$ cat config.mk
export PLATFORM = sky130hd
export DESIGN_NAME = mux_rr_arbiter
export DESIGN_NICKNAME = d
export VERILOG_FILES = /design/src/rtl/mux_rr_arbiter.sv
export SDC_FILE = /design/constraint.sdc
export NUM_CORES = 1
export LEC_CHECK = 0
export CAP_MARGIN = 20
export CORE_MARGIN = 3
export CORE_UTILIZATION = 48
export DETAILED_ROUTE_END_ITERATION = 10
export PLACE_DENSITY = 0.74
export SKIP_LAST_GASP = 1
export SYNTH_ARGS = -nofsm -noshare
export SYNTH_HDL_FRONTEND = slang
export SYNTH_SLANG_ARGS = --single-unit
$ cat constraint.sdc
create_clock -name clk -period 1.7 [get_ports clk]
set_input_delay 0.34 -clock clk [delete_from_list [all_inputs] [get_ports clk]]
set_output_delay 0.34 -clock clk [all_outputs]
set_load 0.01 [all_outputs]
$ cat src/rtl/mux_rr_arbiter.sv
// Round-robin arbiter for a shared 4-to-1 bit-select mux: registered one-hot grant plus encoded
// select, released on done, request withdrawal or a hold-time limit.
module mux_rr_arbiter #(
   parameter int unsigned MAX_HOLD = 8
) (
   input  logic       clk,
   input  logic       reset,
   input  logic [3:0] req,
   input  logic       done,
   output logic [3:0] gnt,
   output logic [1:0] C,
   output logic       valid,
   output logic       preempt
);

   typedef enum logic {StIdle, StGrant} state_e;

   localparam logic [7:0] HoldLast = 8'(MAX_HOLD - 1);

   state_e     state_q, state_d;
   logic [1:0] ptr_q, ptr_d;
   logic [1:0] owner_q, owner_d;
   logic [1:0] c_q, c_d;
   logic [7:0] hold_q, hold_d;
   logic [3:0] gnt_q, gnt_d;
   logic       valid_q, valid_d;
   logic       preempt_q, preempt_d;

   logic       limit_hit;
   logic       release_now;
   logic [1:0] scan_start;
   logic [2:0] scan_res;
   logic       found;
   logic [1:0] winner;

   // Returns {found, index} of the first set bit at or after start, wrapping 3 -> 0.
   function automatic logic [2:0] rr_scan(input logic [3:0] r, input logic [1:0] start);
      logic [2:0] res;
      logic [1:0] idx;
      res = 3'b000;
      for (int i = 3; i >= 0; i--) begin
         idx = start + 2'(i);
         if (r[idx]) res = {1'b1, idx};
      end
      return res;
   endfunction

   assign limit_hit   = (hold_q == HoldLast);
   assign release_now = done | ~req[owner_q] | limit_hit;

   // On release the search starts just past the owner, so the old owner is considered last.
   assign scan_start = (state_q == StGrant) ? owner_q + 2'd1 : ptr_q;
   assign scan_res   = rr_scan(req, scan_start);
   assign found      = scan_res[2];
   assign winner     = scan_res[1:0];

   always_comb begin
      state_d   = state_q;
      ptr_d     = ptr_q;
      owner_d   = owner_q;
      c_d       = c_q;
      hold_d    = hold_q;
      gnt_d     = gnt_q;
      valid_d   = valid_q;
      preempt_d = 1'b0;
      unique case (state_q)
         StIdle: begin
            if (found) begin
               state_d = StGrant;
               owner_d = winner;
               gnt_d   = 4'b0001 << winner;
               c_d     = winner;
               valid_d = 1'b1;
               hold_d  = 8'd0;
            end
         end
         StGrant: begin
            if (!release_now) begin
               hold_d = hold_q + 8'd1;
            end else begin
               ptr_d     = owner_q + 2'd1;
               preempt_d = limit_hit & ~done & req[owner_q];
               hold_d    = 8'd0;
               if (found) begin
                  owner_d = winner;
                  gnt_d   = 4'b0001 << winner;
                  c_d     = winner;
               end else begin
                  state_d = StIdle;
                  gnt_d   = 4'b0000;
                  valid_d = 1'b0;
               end
            end
         end
         default: state_d = StIdle;
      endcase
   end

   always_ff @(posedge clk) begin
      if (reset) begin
         state_q   <= StIdle;
         ptr_q     <= 2'd0;
         owner_q   <= 2'd0;
         c_q       <= 2'd0;
         hold_q    <= 8'd0;
         gnt_q     <= 4'b0000;
         valid_q   <= 1'b0;
         preempt_q <= 1'b0;
      end else begin
         state_q   <= state_d;
         ptr_q     <= ptr_d;
         owner_q   <= owner_d;
         c_q       <= c_d;
         hold_q    <= hold_d;
         gnt_q     <= gnt_d;
         valid_q   <= valid_d;
         preempt_q <= preempt_d;
      end
   end

   assign gnt     = gnt_q;
   assign C       = c_q;
   assign valid   = valid_q;
   assign preempt = preempt_q;

endmodule
==> results of run 1 <==
timing repair:
item | 4_1_cts | 5_1_grt
pin swaps | 8 | 9
resized for setup | 18 | 23
setup buffers | 2 | 3
setup endpoints to repair | 16 | 17
stage by stage:
stage / total power (W) / cells / worst slack, ps
CTS: 0.00110 / 199 / -37.1
global route: 0.00119 / 202 / -147
global placement: 0.000843 / 193 / -475
floorplan: 0.000707 / 129 / 8.22
detailed placement: 0.000849 / 193 / -544
finish: 0.00113 / 202 / -73.8
routing by layer:
metal	GRT usage, %	vias up	part of all wire, %
met1	24.1	583	40
met5	0	-	0
met2	36.7	29	53
met4	8.68	0	3.5
li1	-	572	-
met3	3.97	14	3.0
registers in the layout, summed over array words and instances (netlist names):
name     flops
gnt          4
hold_q       8
owner_q      2
preempt      1
ptr_q        2
state_q      1
valid        1
cell type report:
| cell class | count | area (µm²) | area share, % |
|---|---|---|---|
| multi-input combinational | 93 | 832 | 48.8 |
| inverter | 12 | 45.0 | 2.64 |
| timing repair buffer | 46 | 373 | 21.9 |
| sequential | 19 | 392 | 23.0 |
| clock buffer | 3 | 22.5 | 1.32 |
| tap | 28 | 35.0 | 2.06 |
| clock inverter | 1 | 5.00 | 0.294 |
worst min-delay path by stage:
stage	from	endpoint	slack, ps	cells past startpoint
finish	gnt[0]	gnt[0]	480	1
global route	gnt[1]	gnt[1]	490	1
CTS	gnt[0]	gnt[0]	480	1
detailed placement	gnt[0]	gnt[0]	460	1
global placement	gnt[1]	gnt[1]	450	1
floorplan	hold_q[1]	hold_q[1]	460	2
cell families after synthesis:
| family | Yosys count | synth area share, % |
|---|---|---|
| compound gates | 36 | 26.8 |
| xor+xnor | 4 | 4.63 |
| fa+ha+maj | 2 | 2.15 |
| buf+inv | 17 | 6.89 |
| flops | 19 | 32.7 |
| mux | 5 | 4.52 |
| simple gates | 46 | 22.3 |
cells in the mapped netlist, drive strengths merged:
cell | instances | area, µm²
a2111oi | 2 | 36.3
a211oi | 5 | 60.1
a21oi | 9 | 45.0
a221o | 1 | 10.0
a22o | 1 | 8.76
a2bb2oi | 1 | 8.76
a32o | 2 | 20.0
a41o | 1 | 10.0
and2 | 2 | 12.5
and3 | 2 | 12.5
and4 | 1 | 8.76
and4b | 1 | 11.3
buf | 4 | 31.3
clkbuf | 1 | 3.75
dfxtp | 19 | 380
ha | 2 | 25.0
inv | 12 | 45.0
mux2 | 2 | 22.5
mux2i | 3 | 30.0
nand2 | 7 | 26.3
nand2b | 1 | 6.26
nand3 | 6 | 30.0
nand4 | 1 | 6.26
nand4b | 1 | 8.76
nor2 | 9 | 33.8
nor2b | 4 | 25.0
nor4 | 3 | 18.8
o2111ai | 1 | 8.76
o211ai | 2 | 20.0
o21a | 1 | 7.51
o21ai | 4 | 20.0
o2bb2ai | 2 | 23.8
o31ai | 2 | 15.0
o32ai | 2 | 17.5
or2 | 3 | 18.8
or3 | 1 | 6.26
or4 | 4 | 33.8
xnor2 | 4 | 53.8
power breakdown:
part,leakage (nW),internal (W),switching (W)
Sequential,0.157,0.000474,0.0000363
Combinational,0.487,0.000214,0.000180
Clock,0.0177,0.0000876,0.000138
==> impl_metrics.csv, run 1 <==
group,metric,value,unit
placement,dp_hpwl,2300,µm
hold_path,hp-class,"reg2reg",
critical_path,critPathTopFamily,"simple AND/OR/NAND/NOR gates",
sta,fin_worst_skew,12.4,ps
sta,max_freq,564,MHz
floorplanning,fp.dieH,55.2,µm
sta,hold-worst-slack,479,ps
critical_path,r2r-end,"gnt[0]",
routing,via_per_inst,5.93,
critical_path,start_kind,"register",
final_layout,area_growth,46.6,%
floorplanning,die_width,55.2,µm
grt,grt_pass1_vias,1187,
grt,gr-total-overflow,0,
sta,slew_headroom,73.7,%
pwr,ir_drop,0.440,mV
clock_tree,cts_tree,"yes",
final_layout,final_cell_mix,"buf_4, dfxtp_1, inv_1, nor2_1, clkdlybuf4s50_1",
final_layout,postLayoutCoreUtil,75.6,%
clock_tree,cts_sinks,19,
sta,period_minus_slack,1770,ps
final_layout,final_nets,184,
yosys,synth.distinct_cells,49,
floorplanning,ios,15,
yosys,ys_seq_elements,19,
yosys,ys_warn_count,0,
floorplanning,start_util,51.6,%
critical_path,critPathKind,"reg2reg",
clock_tree,clk_latency,300,ps
job,drv_cap,0,
clock_tree,ctsRootBufferMaster,"clkbuf_4",
final_layout,final_area,1700,µm²
sta,timing.final.ws_setup,-73.8,ps
critical_path,reg2reg_depth,6,
floorplanning,dieArea,3050,µm²
final_layout,final_common_cell,"buf_4",
final_layout,drive_above_1_share,42.0,%
grt,antenna_found_initial,0,
yosys,yosysSeqAreaShare,32.7,%
yosys,syn_inst,129,
critical_path,startpoint,"owner_q[0]",
clock_tree,cts_hold_buffers,0,
pwr,power.density,663,nW/µm²
floorplanning,fp.coreArea,2250,µm²
critical_path,cp-endpoint,"gnt[0]",
routing,ant_nets,0,
clock_tree,cts_buffers,3,
placement,io_buffers,14,
routing,vias,1198,
floorplanning,rows,17,
critical_path,path_max_fanout,5,
critical_path,cp.required,1940,ps
sta,setup_tns,-189,ps
pwr,leakage,0.662,nW
routing,drc,0,
sta,rsz0062_at_grt,"true",
critical_path,end_kind,"register",
routing,routed_wl,3130,µm
critical_path,r2r_slack,-70,ps
sta,hold_viol_final,0,
yosys,synth_nets,138,
sta,maxSlewViolCount,0,
critical_path,crit_chain,"mux2i_4 > or2_4 > a211oi_4 > buf_6 > or4_4 > o2bb2ai_2",
sta,setup_viol,6,
routing,drtPass1Iterations,4,
yosys,syn_avg_cell_area,9.01,µm²
critical_path,max_stage_delay,470,ps
sta,worstMarginPinSlew,384,ps
placement,placed_cell_area,1520,µm²
routing,wl_per_cell,15.5,µm
grt,grt_pass1_wl,5210,µm
critical_path,crit_slowest_cell,"or4_4",
grt,grt_max_degree,12,
grt,track_usage,20.7,%
run_status,violations,"negative setup slack",
final_layout,fill_cells,157,
clock_tree,clkTransAtPathRegs,110,ps
run_status,status,"finished with violations",
yosys,syn_area,1160,µm²
critical_path,arrival,2020,ps
clock_tree,htree_levels,1,
critical_path,worstSetupPathDepth,6,
critical_path,path_buf_inv,1,
critical_path,r2r-start,"owner_q[0]",
sta,finalCritPeriodShare,104,%
clock_tree,cts_buffer_depth,2,
routing,drtIter0Drc,35,
final_layout,n_antenna_cell,0,
placement,gp_congestion,0.955,
Note: power is estimated with default switching activity, not from simulation.
==> run 2, diff against run 1 <==
--- a/config.mk
+++ b/config.mk
@@ -11,3 +11,3 @@
 export DETAILED_ROUTE_END_ITERATION = 10
-export PLACE_DENSITY = 0.74
+export PLACE_DENSITY = 0.71
 export SKIP_LAST_GASP = 1
--- a/constraint.sdc
+++ b/constraint.sdc
@@ -3,2 +3,2 @@
 set_output_delay 0.34 -clock clk [all_outputs]
-set_load 0.01 [all_outputs]
+set_load 0.02 [all_outputs]
==> impl_metrics.csv, run 2 (synthesis gave the netlist of run 1 again) <==
group,metric,value,unit
grt,track_usage,21.0,%
critical_path,r2r-end,"owner_q[1]",
sta,rsz0062_at_grt,"true",
floorplanning,start_util,51.6,%
pwr,p_int,0.000761,W
hold_path,min_to,"gnt[0]",
sta,finalCritPeriodShare,107,%
clock_tree,cts_buffer_depth,2,
critical_path,path_max_fanout,7,
placement,dp_hpwl,2270,µm
final_layout,drive_above_1_share,37.8,%
routing,routed_wl,3150,µm
routing,drtIter0Drc,30,
run_status,status,"finished with violations",
pwr,pwr-share-comb,34.4,%
critical_path,arrival,2020,ps
placement,placedCellCount,191,
final_layout,final_common_cell,"buf_4",
sta,worstMarginPinSlew,368,ps
floorplanning,rows,17,
grt,antenna_found_initial,0,
hold_path,hold_path_startpoint,"gnt[0]",
final_layout,regMostFlops,"hold_q",
floorplanning,dieArea,3050,µm²
pwr,power.switching,0.000371,W
grt,grt_pass1_wl,5300,µm
clock_tree,clkTransAtPathRegs,110,ps
final_layout,final_cell_mix,"buf_4, dfxtp_1, inv_1, a21oi_1, nor2_1",
critical_path,r2r-start,"owner_q[1]",
final_layout,instances_no_fill,200,
sta,slew_headroom,74.9,%
routing,ant_nets,0,
hold_path,hp-class,"reg2reg",
final_layout,largest_reg_flops,8,
hold_path,hold_path_depth,1,
sta,setup_viol,10,
floorplanning,die_width,55.2,µm
grt,grt_max_degree,12,
routing,wl_per_cell,15.7,µm
critical_path,end_kind,"register",
clock_tree,clk_latency,300,ps
routing,via_per_inst,5.96,
sta,maxSlewViolCount,0,
grt,grt_pass1_vias,1170,
final_layout,area_growth,43.7,%
critical_path,critPathKind,"reg2reg",
floorplanning,fp.coreArea,2250,µm²
final_layout,n_antenna_cell,0,
routing,vias,1192,
pwr,ir_drop,0.583,mV
routing,drc,0,
critical_path,start_kind,"register",
placement,placed_cell_area,1520,µm²
placement,place_ws,-536,ps
final_layout,final_area,1670,µm²
routing,drtPass1Iterations,4,
pwr,clkPwrFrac,20.8,%
pwr,power.density,678,nW/µm²
pwr,swShare,32.8,%
grt,gr-total-overflow,0,
clock_tree,cts_tree,"yes",
floorplanning,ios,15,
placement,io_buffers,14,
clock_tree,cts_sinks,19,
final_layout,final_nets,182,
clock_tree,cts_buffers,3,
critical_path,reg2reg_depth,6,
sta,fin_worst_skew,5.16,ps
run_status,violations,"negative setup slack",
clock_tree,htree_levels,1,
floorplanning,fp.dieH,55.2,µm
clock_tree,cts_hold_buffers,0,
job,drv_cap,0,
critical_path,cp.required,1900,ps
pwr,leakage,0.656,nW
pwr,power_frac_seq,44.9,%
critical_path,r2r_slack,-120,ps
sta,period_minus_slack,1820,ps
sta,hold_viol_final,0,
sta,timing.final.ws_setup,-121,ps
placement,gp_congestion,0.891,
sta,max_freq,549,MHz
clock_tree,ctsRootBufferMaster,"clkbuf_4",
==> run 2: changes by cell type in the layout (fill, tap and decap cells not counted), moves of 2 or more <==
cell,delta
a21oi_1,+2
a21oi_2,-2
clkbuf_2,-2
dlygate4sd2_1,+3
o21ai_0,+2
o21ai_1,-2
==> run 2: how the worst max path moves through the flow <==
stage,startpoint,slack (ps),cells past startpoint,to
2_1_floorplan,owner_q[1],-20,6,gnt[2]
3_3_place_gp,req[2],-500,8,hold_q[4]
3_5_place_dp,req[2],-540,8,hold_q[4]
4_1_cts,owner_q[1],-110,5,hold_q[4]
5_1_grt,owner_q[0],-120,6,owner_q[1]
6_report,owner_q[1],-120,6,owner_q[1]
==> run 2: stage by stage <==
step           total power (W)  util, %  TNS (ps)  hold slack (ps)
6_report               0.00113     74.1      -367              480
2_1_floorplan         0.000722        -     -26.5              456
3_3_place_gp          0.000853     67.3     -6870              459
5_1_grt                0.00118     74.1      -854              502
4_1_cts                0.00111     72.0      -300              485
3_5_place_dp          0.000860     67.3     -7620              465
==> run 2: final cells by class <==
| cell class | instances | area [µm²] |
|---|---|---|
| clock buffer | 3 | 22.5 |
| clock inverter | 1 | 5.00 |
| fill | 167 | 584 |
| inverter | 12 | 47.5 |
| multi-input combinational | 93 | 808 |
| sequential | 19 | 392 |
| tap | 28 | 35.0 |
| timing repair buffer | 44 | 360 |
==> run 2: timing repair <==
action | CTS | global route
resized for setup | 20 | 9
pin swaps | 10 | 9
buffers inserted | 2 | 3
endpoints found under the setup margin | 18 | 17
==> run 2: power by group through the flow <==
stage	combinational [W]	clock, W	sequential (W)
after floorplan	0.000199	0	0.000522
after global placement	0.000338	0	0.000515
after detailed placement	0.000344	0	0.000516
after CTS	0.000363	0.000238	0.000508
after global routing	0.000416	0.000252	0.000511
final	0.000389	0.000235	0.000508
==> run 2: metal layers <==
metal | part of all wire, % | GRT usage (%) | up-vias
met5 | 0 | 0 | -
met2 | 50 | 35.5 | 48
met1 | 42 | 26.0 | 569
met4 | 3.3 | 9.72 | 0
li1 | - | - | 563
met3 | 5.0 | 3.04 | 12
==> run 2: worst max-delay path, stage by stage (launching register included) <==
cell	delay, ps
dfxtp_4	400
or2_4	250
or2_4	240
a211oi_4	400
buf_4	190
nor2_1	40
a32o_1	200
==> run 3, diff against run 2 <==
- CORE_UTILIZATION: 48 -> 55
- DONT_BUFFER_PORTS: not set -> 1
- PLACE_DENSITY: 0.71 -> 0.7
==> impl_metrics.csv, run 3 (synthesis gave the netlist of run 1 again) <==
group,metric,value,unit
floorplanning,fp.dieH,52.0,µm
final_layout,regMostFlops,"hold_q",
clock_tree,ctsRootBufferMaster,"clkbuf_4",
routing,drtPass1Iterations,4,
final_layout,largest_reg_flops,8,
hold_path,hp-class,"in2reg",
critical_path,start_kind,"register",
clock_tree,htree_levels,1,
critical_path,reg2reg_depth,5,
grt,grt_pass1_vias,1086,
critical_path,r2r-start,"owner_q[1]",
clock_tree,cts_tree,"yes",
routing,wl_per_cell,16.7,µm
grt,grt_pass1_wl,4750,µm
sta,period_minus_slack,1740,ps
final_layout,area_growth,18.2,%
floorplanning,ios,15,
critical_path,path_buf_inv,0,
sta,timing.final.ws_setup,-40.4,ps
clock_tree,cts_buffers,3,
floorplanning,start_util,58.6,%
floorplanning,fp.coreArea,1980,µm²
hold_path,hold_path_startpoint,"reset",
final_layout,n_antenna_cell,0,
sta,setup_viol,7,
sta,finalCritPeriodShare,102,%
placement,dp_hpwl,2100,µm
clock_tree,cts_sinks,19,
final_layout,final_common_cell,"dfxtp_1",
sta,setup_tns,-139,ps
final_layout,instances_no_fill,169,
critical_path,arrival,1930,ps
placement,placed_cell_area,1280,µm²
critical_path,path_max_fanout,8,
critical_path,max_stage_delay,450,ps
critical_path,critPathMostFrequentCell,"or2_4",
floorplanning,die_width,52.0,µm
final_layout,final_cell_mix,"dfxtp_1, buf_4, inv_1, nor2_1, a21oi_1",
clock_tree,cts_hold_buffers,0,
final_layout,drive_above_1_share,31.7,%
grt,gr-total-overflow,0,
pwr,power.density,734,nW/µm²
routing,drc,0,
sta,max_freq,575,MHz
critical_path,crit_chain,"or2_4 > or2_4 > a211oi_4 > nor2_1 > a32o_1",
pwr,ir_drop,0.549,mV
critical_path,critPathTopFamily,"compound AO/OA/AOI/OAI gates",
floorplanning,dieArea,2700,µm²
routing,via_per_inst,6.20,
critical_path,r2r_slack,-40,ps
critical_path,end_kind,"register",
pwr,leakage,0.501,nW
critical_path,crit_slowest_cell,"a211oi_4",
clock_tree,clkTransAtPathRegs,100,ps
clock_tree,cts_buffer_depth,2,
final_layout,final_area,1370,µm²
floorplanning,rows,16,
sta,worstMarginPinSlew,443,ps
placement,placedCellCount,164,
critical_path,r2r-end,"gnt[2]",
hold_path,min_to,"owner_q[0]",
grt,grt_max_degree,18,
job,drv_cap,0,
routing,drtIter0Drc,19,
sta,slew_headroom,70.4,%
routing,ant_nets,0,
critical_path,cp.required,1890,ps
hold_path,hold_path_depth,1,
run_status,violations,"negative setup slack",
placement,gp_congestion,0.955,
sta,hold_viol_final,0,
run_status,status,"finished with violations",
sta,rsz0062_at_grt,"true",
clock_tree,clk_latency,290,ps
grt,antenna_found_initial,0,
routing,routed_wl,2830,µm
sta,fin_worst_skew,3.82,ps
critical_path,critPathKind,"reg2reg",
sta,maxSlewViolCount,0,
placement,io_buffers,0,
final_layout,final_nets,152,
routing,vias,1048,
grt,track_usage,23.4,%
==> run 3: worst max path at each step <==
stage	from	end	depth (start not counted)
floorplan	owner_q[1]	gnt[2]	6
global placement	hold_q[3]	gnt[0]	5
detailed placement	hold_q[3]	gnt[0]	5
CTS	hold_q[3]	gnt[0]	5
global route	owner_q[1]	hold_q[4]	5
finish	owner_q[1]	gnt[2]	5
==> run 3: area by class of cell <==
type | count | area [µm²]
clock buffer | 4 | 26.3
timing repair buffer | 14 | 105
tap | 27 | 33.8
multi-input combinational | 93 | 773
sequential | 19 | 390
fill | 149 | 608
inverter | 12 | 45.0
==> run 3: routing by layer <==
layer	vias up	GRT usage (%)	wire length, µm
li1	509	-	-
met1	506	27.7	1170
met2	27	40.6	1480
met3	6	4.30	139
met4	0	10.5	38
met5	-	0	0
==> run 3: worst register-to-register path: cells and delay by family (launching register included) <==
kind	cells	cell delay [ps]
compound gates	2	700
simple gates	3	580
flops	1	380
==> run 3: report_power, final <==
group          total (W)  leakage (nW)  internal, W  switching [W]
sequential      0.000518         0.157     0.000473      0.0000452
combinational   0.000270         0.328     0.000132       0.000138
clock           0.000220        0.0150    0.0000911       0.000129
==> run 3: what timing repair did <==
item / CTS / global route
pin swaps: 6 / 6
setup buffers: 1 / 0
resized for setup: 4 / 12
gates cloned: 0 / 0
endpoints found under the setup margin: 9 / 15
==> run 3: metrics by stage <==
step	setup slack (ps)	hold slack (ps)	total power, W	util (%)
floorplan	-24.3	456	0.000722	-
CTS	-28.5	90.7	0.000998	67.3
detailed placement	-61.1	403	0.000774	64.8
finish	-40.4	95.1	0.00101	69.3
global route	-129	84.3	0.00106	69.3
global placement	-40.0	404	0.000769	64.8
